<file path="config.mk">
export PLATFORM = sky130hd
export DESIGN_NAME = wide_add_seq
export DESIGN_NICKNAME = d
export VERILOG_FILES = /design/src/rtl/wide_add_seq.sv
export SDC_FILE = /design/constraint.sdc
export NUM_CORES = 1
export LEC_CHECK = 0
export BUFFER_PORTS_ARGS = -buffer_cell sky130_fd_sc_hd__buf_4
export CORE_ASPECT_RATIO = 2
export CORE_UTILIZATION = 45
export CTS_CLUSTER_DIAMETER = 80
export CTS_CLUSTER_SIZE = 25
export DETAILED_ROUTE_END_ITERATION = 12
export GPL_ROUTABILITY_DRIVEN = 0
export HOLD_SLACK_MARGIN = 0.03
export PLACE_DENSITY = 0.71
export SKIP_CTS_REPAIR_TIMING = 1
export SLEW_MARGIN = 15
export SYNTH_ARGS = -nofsm -noshare
export SYNTH_HDL_FRONTEND = slang
export SYNTH_SLANG_ARGS = --single-unit
</file>
<file path="constraint.sdc">
create_clock -name clk -period 1.6 [get_ports clk]
set_clock_uncertainty 0.15 [all_clocks]
set_input_delay 0.08 -clock clk [delete_from_list [all_inputs] [get_ports clk]]
set_output_delay 0.08 -clock clk [all_outputs]
set_load 0.03 [all_outputs]
</file>
<file path="src/rtl/wide_add_seq.sv">
`default_nettype none
// ============================================================================
// Module  : wide_add_seq
// Brief   : Multi-precision add/subtract sequencer driving a 16-bit registered
//           adder one slice per pass, LSW first, with carry chaining.
// Revision: 1.0  initial release
// ============================================================================
module wide_add_seq #(
    parameter int WORDS   = 4,
    parameter int ADD_LAT = 2
) (
    input  logic                clk,
    input  logic                rst_n,
    input  logic                start,
    input  logic                sub,
    input  logic                cin,
    input  logic [16*WORDS-1:0] op_a,
    input  logic [16*WORDS-1:0] op_b,
    output logic [15:0]         add_a,
    output logic [15:0]         add_b,
    output logic                add_ci,
    input  logic [15:0]         add_s,
    input  logic                add_co,
    output logic                busy,
    output logic                done,
    output logic [16*WORDS-1:0] result,
    output logic                cout,
    output logic                ovf
);

    localparam int W  = 16 * WORDS;
    localparam int IW = $clog2(WORDS);
    localparam int CW = $clog2(ADD_LAT + 1);

    localparam logic [IW-1:0] C_LAST_IDX  = IW'(WORDS - 1);
    localparam logic [CW-1:0] C_LAST_WAIT = CW'(ADD_LAT - 1);

    localparam logic [1:0] S_IDLE = 2'd0;
    localparam logic [1:0] S_WAIT = 2'd1;
    localparam logic [1:0] S_CAPT = 2'd2;

    logic [1:0]    r_state;
    logic [IW-1:0] r_idx;
    logic [CW-1:0] r_wait;
    logic [W-17:0] r_a;
    logic [W-17:0] r_b;
    logic [W-17:0] r_acc;
    logic          r_a_msb;
    logic          r_b_msb;

    logic [W-1:0]  w_b_eff;
    logic [W-17:0] w_acc_next;

    // Subtraction is A + ~B + 1, so B is inverted once at acceptance
    assign w_b_eff = sub ? ~op_b : op_b;

    // Lower slices shift in from the top; after WORDS-1 captures they sit in place
    generate
        if (WORDS > 2) begin : g_acc_wide
            assign w_acc_next = {add_s, r_acc[W-17:16]};
        end else begin : g_acc_narrow
            assign w_acc_next = add_s;
        end
    endgenerate

    always_ff @(posedge clk or negedge rst_n) begin
        if (!rst_n) begin
            r_state <= S_IDLE;
            r_idx   <= '0;
            r_wait  <= '0;
            r_a     <= '0;
            r_b     <= '0;
            r_acc   <= '0;
            r_a_msb <= 1'b0;
            r_b_msb <= 1'b0;
            add_a   <= '0;
            add_b   <= '0;
            add_ci  <= 1'b0;
            busy    <= 1'b0;
            done    <= 1'b0;
            result  <= '0;
            cout    <= 1'b0;
            ovf     <= 1'b0;
        end else begin
            done <= 1'b0;
            case (r_state)
                S_IDLE: begin
                    if (start) begin
                        add_a   <= op_a[15:0];
                        add_b   <= w_b_eff[15:0];
                        add_ci  <= sub ? 1'b1 : cin;
                        r_a     <= op_a[W-1:16];
                        r_b     <= w_b_eff[W-1:16];
                        r_a_msb <= op_a[W-1];
                        r_b_msb <= w_b_eff[W-1];
                        r_idx   <= '0;
                        r_wait  <= '0;
                        busy    <= 1'b1;
                        r_state <= S_WAIT;
                    end
                end
                S_WAIT: begin
                    r_wait <= r_wait + 1'b1;
                    if (r_wait == C_LAST_WAIT) begin
                        r_state <= S_CAPT;
                    end
                end
                S_CAPT: begin
                    r_wait <= '0;
                    if (r_idx == C_LAST_IDX) begin
                        result  <= {add_s, r_acc};
                        cout    <= add_co;
                        ovf     <= (r_a_msb == r_b_msb) && (add_s[15] != r_a_msb);
                        done    <= 1'b1;
                        busy    <= 1'b0;
                        r_state <= S_IDLE;
                    end else begin
                        r_acc   <= w_acc_next;
                        add_a   <= r_a[15:0];
                        add_b   <= r_b[15:0];
                        add_ci  <= add_co;
                        r_a     <= r_a >> 16;
                        r_b     <= r_b >> 16;
                        r_idx   <= r_idx + 1'b1;
                        r_state <= S_WAIT;
                    end
                end
                default: begin
                    r_state <= S_IDLE;
                end
            endcase
        end
    end

endmodule
`default_nettype wire

</file>
# [Yosys cells after proc, flatten, opt, wreduce, memory -nomap -nowiden]
# Cells that the tools add are included.
[op_classes] muxes=30 add_sub_neg=2 n_bitwise=2 eq_ne=10 n_reduce_logical=11
[op_table] op="$mux 48" count=4
[op_table] op="$pmux 48 s2" count=2
[op_table] op="$mux 16" count=4
[op_table] op="$mux 64" count=1
[op_table] op="$not 64->64" count=1
[op_table] op="$pmux 16 s2" count=2
[op_table] op="$pmux 2 s3" count=2
[op_table] op="$reduce_and 2->1" count=5
[op_table] op="$mux 1" count=8
[op_table] op="$mux 2" count=4
[op_table] op="$ne 2x2->1 const B" count=4
[op_table] op="$reduce_and 3->1" count=2
[op_table] op="$add 2x1->2 const B" count=2
[op_table] op="$eq 2x1->1 const B" count=2
[op_table] op="$eq 2x2->1 const B" count=2
[op_table] op="$pmux 1 s2" count=2
[op_table] op="$pmux 2 s2" count=1
[op_table] op="$reduce_bool 3->1" count=1
[op_table] op="$logic_not 2->1" count=1
[op_table] op="$reduce_bool 2->1" count=1
[op_table] op="$eq 1x1->1" count=1
[op_table] op="$logic_and 1x1->1" count=1
[op_table] op="$ne 1x1->1" count=1
[op_table] op="$not 1->1" count=1
[word_totals] inputBits=150 ff_bits=253

# [Longest topological paths before layout]
[depth] word_depth=4 ltp_mapped=7 ltp_nobuf=4

# [Least setup slack after synthesis]
# No wires, ideal clock.
[synth_path] path_kind="register -> register" from="register r_idx[0]" to="register result[31]" stages_incl_launch_ff=6 required_time_ps=1322 setup_slack_ps=-138 t_arrival_ps=1460 cell_sequence="dfrtp_1 -> ha_1 -> nand3b_1 -> buf_2 -> buf_4 -> mux2_1"
[synth_between] elab_chain_cells=2
[synth_rtl] item="start: declaration" line_no="43" source="logic [IW-1:0] r_idx;"
[synth_rtl] item="start signal: assignment" line_no="124" source="r_idx <= r_idx + 1'b1;"
[synth_rtl] item="$eq 2x2->1" line_no="110" source="if (r_idx == C_LAST_IDX) begin"
[synth_rtl] item="$reduce_and 2->1 (no line)"
[synth_rtl] item="end signal: assignment" line_no="111" source="result <= {add_s, r_acc};"
[synth_rtl] item="end: declaration" line_no="26" source="output logic [16*WORDS-1:0] result,"
# No other way between the ends.
# A chain may end at the register's enable or synchronous reset.

# [Worst setup path after layout]
[layout_path] from="register r_state[0]" to="register r_a[4]"
[layout_between] elab_chain_cells=3 elab_cells_between_ends=7 cone_classes="3 x eq/ne; 1 x mux; 3 x reduce/logical"
[layout_rtl] item="start: declaration" line_no="42" source="logic [1:0] r_state;"
[layout_rtl] item="start signal: assignment" line_no="68" source="r_state <= S_IDLE;"
[layout_rtl] item="start signal: assignment" line_no="99" source="r_state <= S_WAIT;"
[layout_rtl] item="start signal: assignment" line_no="105" source="r_state <= S_CAPT;"
[layout_rtl] item="$eq 2x2->1 / $logic_not 2->1 (equally long branches)" line_no="86" source="case (r_state)"
[layout_rtl] item="$ne 2x2->1 (no line) / $reduce_bool 2->1 (equally long branches)"
[layout_rtl] item="$reduce_and 3->1 (no line)"
[layout_rtl] item="end signal: assignment" line_no="92" source="r_a <= op_a[W-1:16];"
[layout_rtl] item="end signal: assignment" line_no="122" source="r_a <= r_a >> 16;"
[layout_rtl] item="end: declaration" line_no="45" source="logic [W-17:0] r_a;"
# Parallel ways exist; a longest one is shown, timed or not.

==> flow_summary.html <==
<table>
<tr><th>Metric</th><th>Value</th></tr>
<tr><th colspan="2">Outcome</th></tr>
<tr><td>Run status</td><td>finished with violations</td></tr>
<tr><td>Violations in the final reports</td><td>setup timing</td></tr>
<tr><th colspan="2">Drt</th></tr>
<tr><td>Total wire length</td><td>31.2 mm</td></tr>
<tr><td>Post-route ant nets</td><td>0</td></tr>
<tr><td>Vias after detailed routing</td><td>9225</td></tr>
<tr><td>DRC violation count after routing</td><td>0</td></tr>
<tr><td>Average via count per standard cell</td><td>5.32</td></tr>
<tr><td>First drt pass iteration count</td><td>5</td></tr>
<tr><td>Number of DRC markers after the initial detailed-route iteration</td><td>563</td></tr>
<tr><td>Routed WL per cell</td><td>18.0 um</td></tr>
<tr><th colspan="2">Finish</th></tr>
<tr><td>Design area</td><td>0.0161 mm^2</td></tr>
<tr><td>Ratio of cells with drive above 1 in the final layout</td><td>30.3%</td></tr>
<tr><td>Area of the multi-input gates</td><td>0.00446 mm^2</td></tr>
<tr><td>Final standard cell utilization of the core</td><td>66.9%</td></tr>
<tr><td>Post-synthesis to final-layout area growth</td><td>45.5%</td></tr>
<tr><td>Filler cell count</td><td>1777</td></tr>
<tr><td>FF/Latch Area</td><td>0.00633 mm^2</td></tr>
<tr><td>Post-layout net count</td><td>1592</td></tr>
<tr><th colspan="2">Timing</th></tr>
<tr><td>Final hold viol count</td><td>0</td></tr>
<tr><td>Post-route fraction of the period consumed by the critical path</td><td>113%</td></tr>
<tr><td>Total of endpoints with negative setup slack in the final report</td><td>245</td></tr>
<tr><td>Unrepaired setup endpoints after global routing</td><td>true</td></tr>
<tr><td>Total count of max-transition violations in the final report</td><td>0</td></tr>
<tr><td>Post-route worst setup slack</td><td>-200 ps</td></tr>
<tr><td>Minimum clock period</td><td>1800 ps</td></tr>
<tr><td>Worst Max-Slew Pin Slew</td><td>781 ps</td></tr>
<tr><td>Summed negative setup slack over all endpoints</td><td>-21180 ps</td></tr>
<tr><td>Worst-case headroom to the max-slew limit</td><td>47.8%</td></tr>
<tr><td>Worst hold slack</td><td>72.0 ps</td></tr>
<tr><td>Maximum achievable frequency</td><td>555 MHz</td></tr>
<tr><th colspan="2">Placed design</th></tr>
<tr><td># port buffers</td><td>250</td></tr>
<tr><td>Dpl hpwl</td><td>19.2 mm</td></tr>
<tr><td>Post-detailed-placement cell area</td><td>0.0137 mm^2</td></tr>
<tr><th colspan="2">Yosys</th></tr>
<tr><td>Yosys synthesis warning count</td><td>0</td></tr>
<tr><td>Fraction of synthesis flops using an asynchronous set or reset pin</td><td>100%</td></tr>
<tr><td>Number of enable flip-flop cells after synthesis</td><td>0</td></tr>
<tr><td>Share of the yosys chip area belonging to registers</td><td>57.3%</td></tr>
<tr><td>Synth top area share</td><td>57.3%</td></tr>
<tr><td>Number of distinct standard cells referenced by the synthesized netlist</td><td>32</td></tr>
<tr><td>Number of synthesized register bits</td><td>253</td></tr>
<tr><td>Largest cells by area after synthesis</td><td>sky130_fd_sc_hd__dfrtp_1, sky130_fd_sc_hd__nand2_1, sky130_fd_sc_hd__mux2_2</td></tr>
<tr><td>Cells after Synth</td><td>1036</td></tr>
<tr><td>Largest area contributor in the netlist</td><td>sky130_fd_sc_hd__dfrtp_1</td></tr>
<tr><td>Synth Cell Area</td><td>0.0111 mm^2</td></tr>
<tr><td>Mean instance size in the synthesized netlist</td><td>10.7 um^2</td></tr>
<tr><td>Most used DFF post-synth</td><td>sky130_fd_sc_hd__dfrtp_1</td></tr>
<tr><td>Post-Synthesis Net Count</td><td>1188</td></tr>
<tr><th colspan="2">CTS</th></tr>
<tr><td>Number of H-tree branching levels</td><td>1</td></tr>
<tr><td>Cell chosen for the clock root</td><td>sky130_fd_sc_hd__clkbuf_16</td></tr>
<tr><td>Clock-pin slew of the registers on the worst-case setup and hold paths</td><td>100 ps</td></tr>
<tr><td>TritonCTS clock tree</td><td>yes</td></tr>
<tr><td>CTS Buf Count</td><td>14</td></tr>
<tr><td>CTS sink cnt</td><td>253</td></tr>
<tr><td>Maximum root-to-sink buffer count</td><td>3</td></tr>
<tr><td>Clock insertion delay at the later pin of the skew report</td><td>480 ps</td></tr>
<tr><th colspan="2">Power</th></tr>
<tr><td>Worst VDD drop</td><td>0.000778 V</td></tr>
<tr><td>Lkg Pwr</td><td>8.08 nW</td></tr>
<tr><td>Total power</td><td>25.1 mW</td></tr>
<tr><td>Power density normalized to cell area</td><td>1560 mW/mm^2</td></tr>
<tr><th colspan="2">GRT</th></tr>
<tr><td>First-pass GRT wire length</td><td>42.8 mm</td></tr>
<tr><td>Global route total overflow</td><td>0</td></tr>
<tr><td>Combined global-route utilization of all metal layers</td><td>21.2%</td></tr>
<tr><td>Vias in the first global route</td><td>8446</td></tr>
<tr><td>Initial antenna violation count</td><td>5</td></tr>
<tr><td>Maximum number of pins on one net before global-route repair</td><td>82</td></tr>
<tr><th colspan="2">Worst setup path</th></tr>
<tr><td>Worst setup EP type</td><td>flip-flop</td></tr>
<tr><td>Worst EP required</td><td>1830 ps</td></tr>
<tr><td>Crit path arrival time</td><td>2030 ps</td></tr>
<tr><td>Highest net fanout along the worst path</td><td>19</td></tr>
<tr><td>Crit path launch type</td><td>flip-flop</td></tr>
<tr><td>Type of the worst setup path</td><td>reg2reg</td></tr>
<tr><th colspan="2">Die</th></tr>
<tr><td>Num ports</td><td>251</td></tr>
<tr><td>Die Y</td><td>224 um</td></tr>
<tr><td>Core Footprint</td><td>0.0240 mm^2</td></tr>
<tr><td>Initial core utilization</td><td>46.0%</td></tr>
<tr><td>Area of the die</td><td>0.0252 mm^2</td></tr>
<tr><td>Row count</td><td>80</td></tr>
<tr><td>Die width</td><td>113 um</td></tr>
<tr><th colspan="2">Hold path</th></tr>
<tr><td>Hold/Removal Path Class</td><td>in2reg</td></tr>
<tr><th colspan="2">Flow run</th></tr>
<tr><td>Max-cap check violation count</td><td>0</td></tr>
</table>
-- power by group --
| group | total [mW] | switching, mW | internal [mW] |
|---|---|---|---|
| combinational | 10.9 | 5.91 | 4.99 |
| sequential | 10.4 | 1.53 | 8.86 |
| clock | 3.81 | 2.08 | 1.73 |
-- logic make-up after synthesis --
| kind of cell | synth area share, % |
|---|---|
| and+or+nand+nor | 14.5 |
| DFF | 57.3 |
| AOI/OAI and AO/OA | 7.73 |
| muxes | 11.1 |
| buffers and inverters | 4.04 |
| xor gates and xnor gates | 5.15 |
| adders and majority gates | 0.226 |
-- critical path, cell delays in order, from the launching register on --
cell and delay, ps:
sky130_fd_sc_hd__dfrtp_2 470, sky130_fd_sc_hd__buf_4 160, sky130_fd_sc_hd__buf_4 150, sky130_fd_sc_hd__nor2b_4 120, sky130_fd_sc_hd__buf_12 150, sky130_fd_sc_hd__buf_12 160
sky130_fd_sc_hd__nand2_1 80, sky130_fd_sc_hd__a31oi_1 240
-- per-stage QoR --
step	setup WS [ps]	cells
5_1_grt	-268	1733
3_3_place_gp	-119	1544
4_1_cts	-196	1561
2_1_floorplan	-77.5	1036
6_report	-200	1734
3_5_place_dp	-174	1544
-- cells in the final DEF (no fill, tap or decap), drive strengths merged --
cell type,count
clkinv,1
ha,2
xnor2,17
nor2,5
or3b,2
dfrtp,253
mux2,65
o31ai,1
nand2b,2
nor2b,1
nand2,249
a21oi,1
nand3,50
nor3,65
nand3b,1
dlygate4sd3,149
and3b,1
nor3b,2
o21ai,53
diode,6
a31oi,48
xor2,48
inv,4
clkbuf,25
buf,313
a21o,17
mux2i,49
a22o,17
-- synth_stat cells, types with 2 or more instances --
master                     number
sky130_fd_sc_hd__a21o_1        17
sky130_fd_sc_hd__a22o_1        17
sky130_fd_sc_hd__a31oi_1       48
sky130_fd_sc_hd__buf_1          9
sky130_fd_sc_hd__buf_2         39
sky130_fd_sc_hd__buf_4          9
sky130_fd_sc_hd__buf_6          5
sky130_fd_sc_hd__clkbuf_1      21
sky130_fd_sc_hd__dfrtp_1      253
sky130_fd_sc_hd__ha_1           2
sky130_fd_sc_hd__inv_1          4
sky130_fd_sc_hd__mux2_1         6
sky130_fd_sc_hd__mux2_2        59
sky130_fd_sc_hd__mux2i_1       49
sky130_fd_sc_hd__nand2_1      249
sky130_fd_sc_hd__nand2b_1       2
sky130_fd_sc_hd__nand3_1       50
sky130_fd_sc_hd__nor2_1         4
sky130_fd_sc_hd__nor3_1        65
sky130_fd_sc_hd__o21ai_0       46
sky130_fd_sc_hd__o21ai_1        7
sky130_fd_sc_hd__or3b_1         2
sky130_fd_sc_hd__xnor2_1       17
sky130_fd_sc_hd__xor2_1        48
-- per-layer routing --
| metal | up-vias | global-route usage [%] | routed length, um |
|---|---|---|---|
| li1 | 4318 | - | - |
| met1 | 4516 | 25.2 | 11800 |
| met2 | 295 | 37.8 | 16800 |
| met3 | 96 | 1.95 | 1070 |
| met4 | 0 | 11.1 | 1500 |
| met5 | - | 0 | 0 |
-- sequential cells by signal, indices dropped and copies added (netlist names), 2 cells and up --
register,flops
add_a,16
add_b,16
r_state,2
r_idx,2
r_a,48
r_wait,2
result,64
r_b,48
r_acc,48
-- final timing paths --
kind | start | to | slack [ps] | cells past startpoint
max reg2reg | r_state[0]$_DFFE_PN0P_ | r_a[4]$_DFFE_PN0P_ | -200 | 7
max in group asynchronous | rst_n | add_b[2]$_DFFE_PN0P_ | 50 | 3
min reg2reg | r_acc[6]$_DFFE_PN0P_ | r_acc[6]$_DFFE_PN0P_ | 330 | 2
min in group asynchronous | rst_n | r_b[0]$_DFFE_PN0P_ | 90 | 3
max | r_state[0]$_DFFE_PN0P_ | r_a[4]$_DFFE_PN0P_ | -200 | 7
min | sub | r_b[35]$_DFFE_PN0P_ | 70 | 4
-- final cells by class --
cell class                 count  area share (%)
antenna                        6          0.0934
inverter                       4          0.0934
clock inverter                 1           0.187
multi-input combinational    696            27.7
tap                          287            2.23
timing repair buffer         471            27.9
clock buffer                  16            2.36
sequential                   253            39.4
Note: power is estimated with default switching activity, not from simulation.
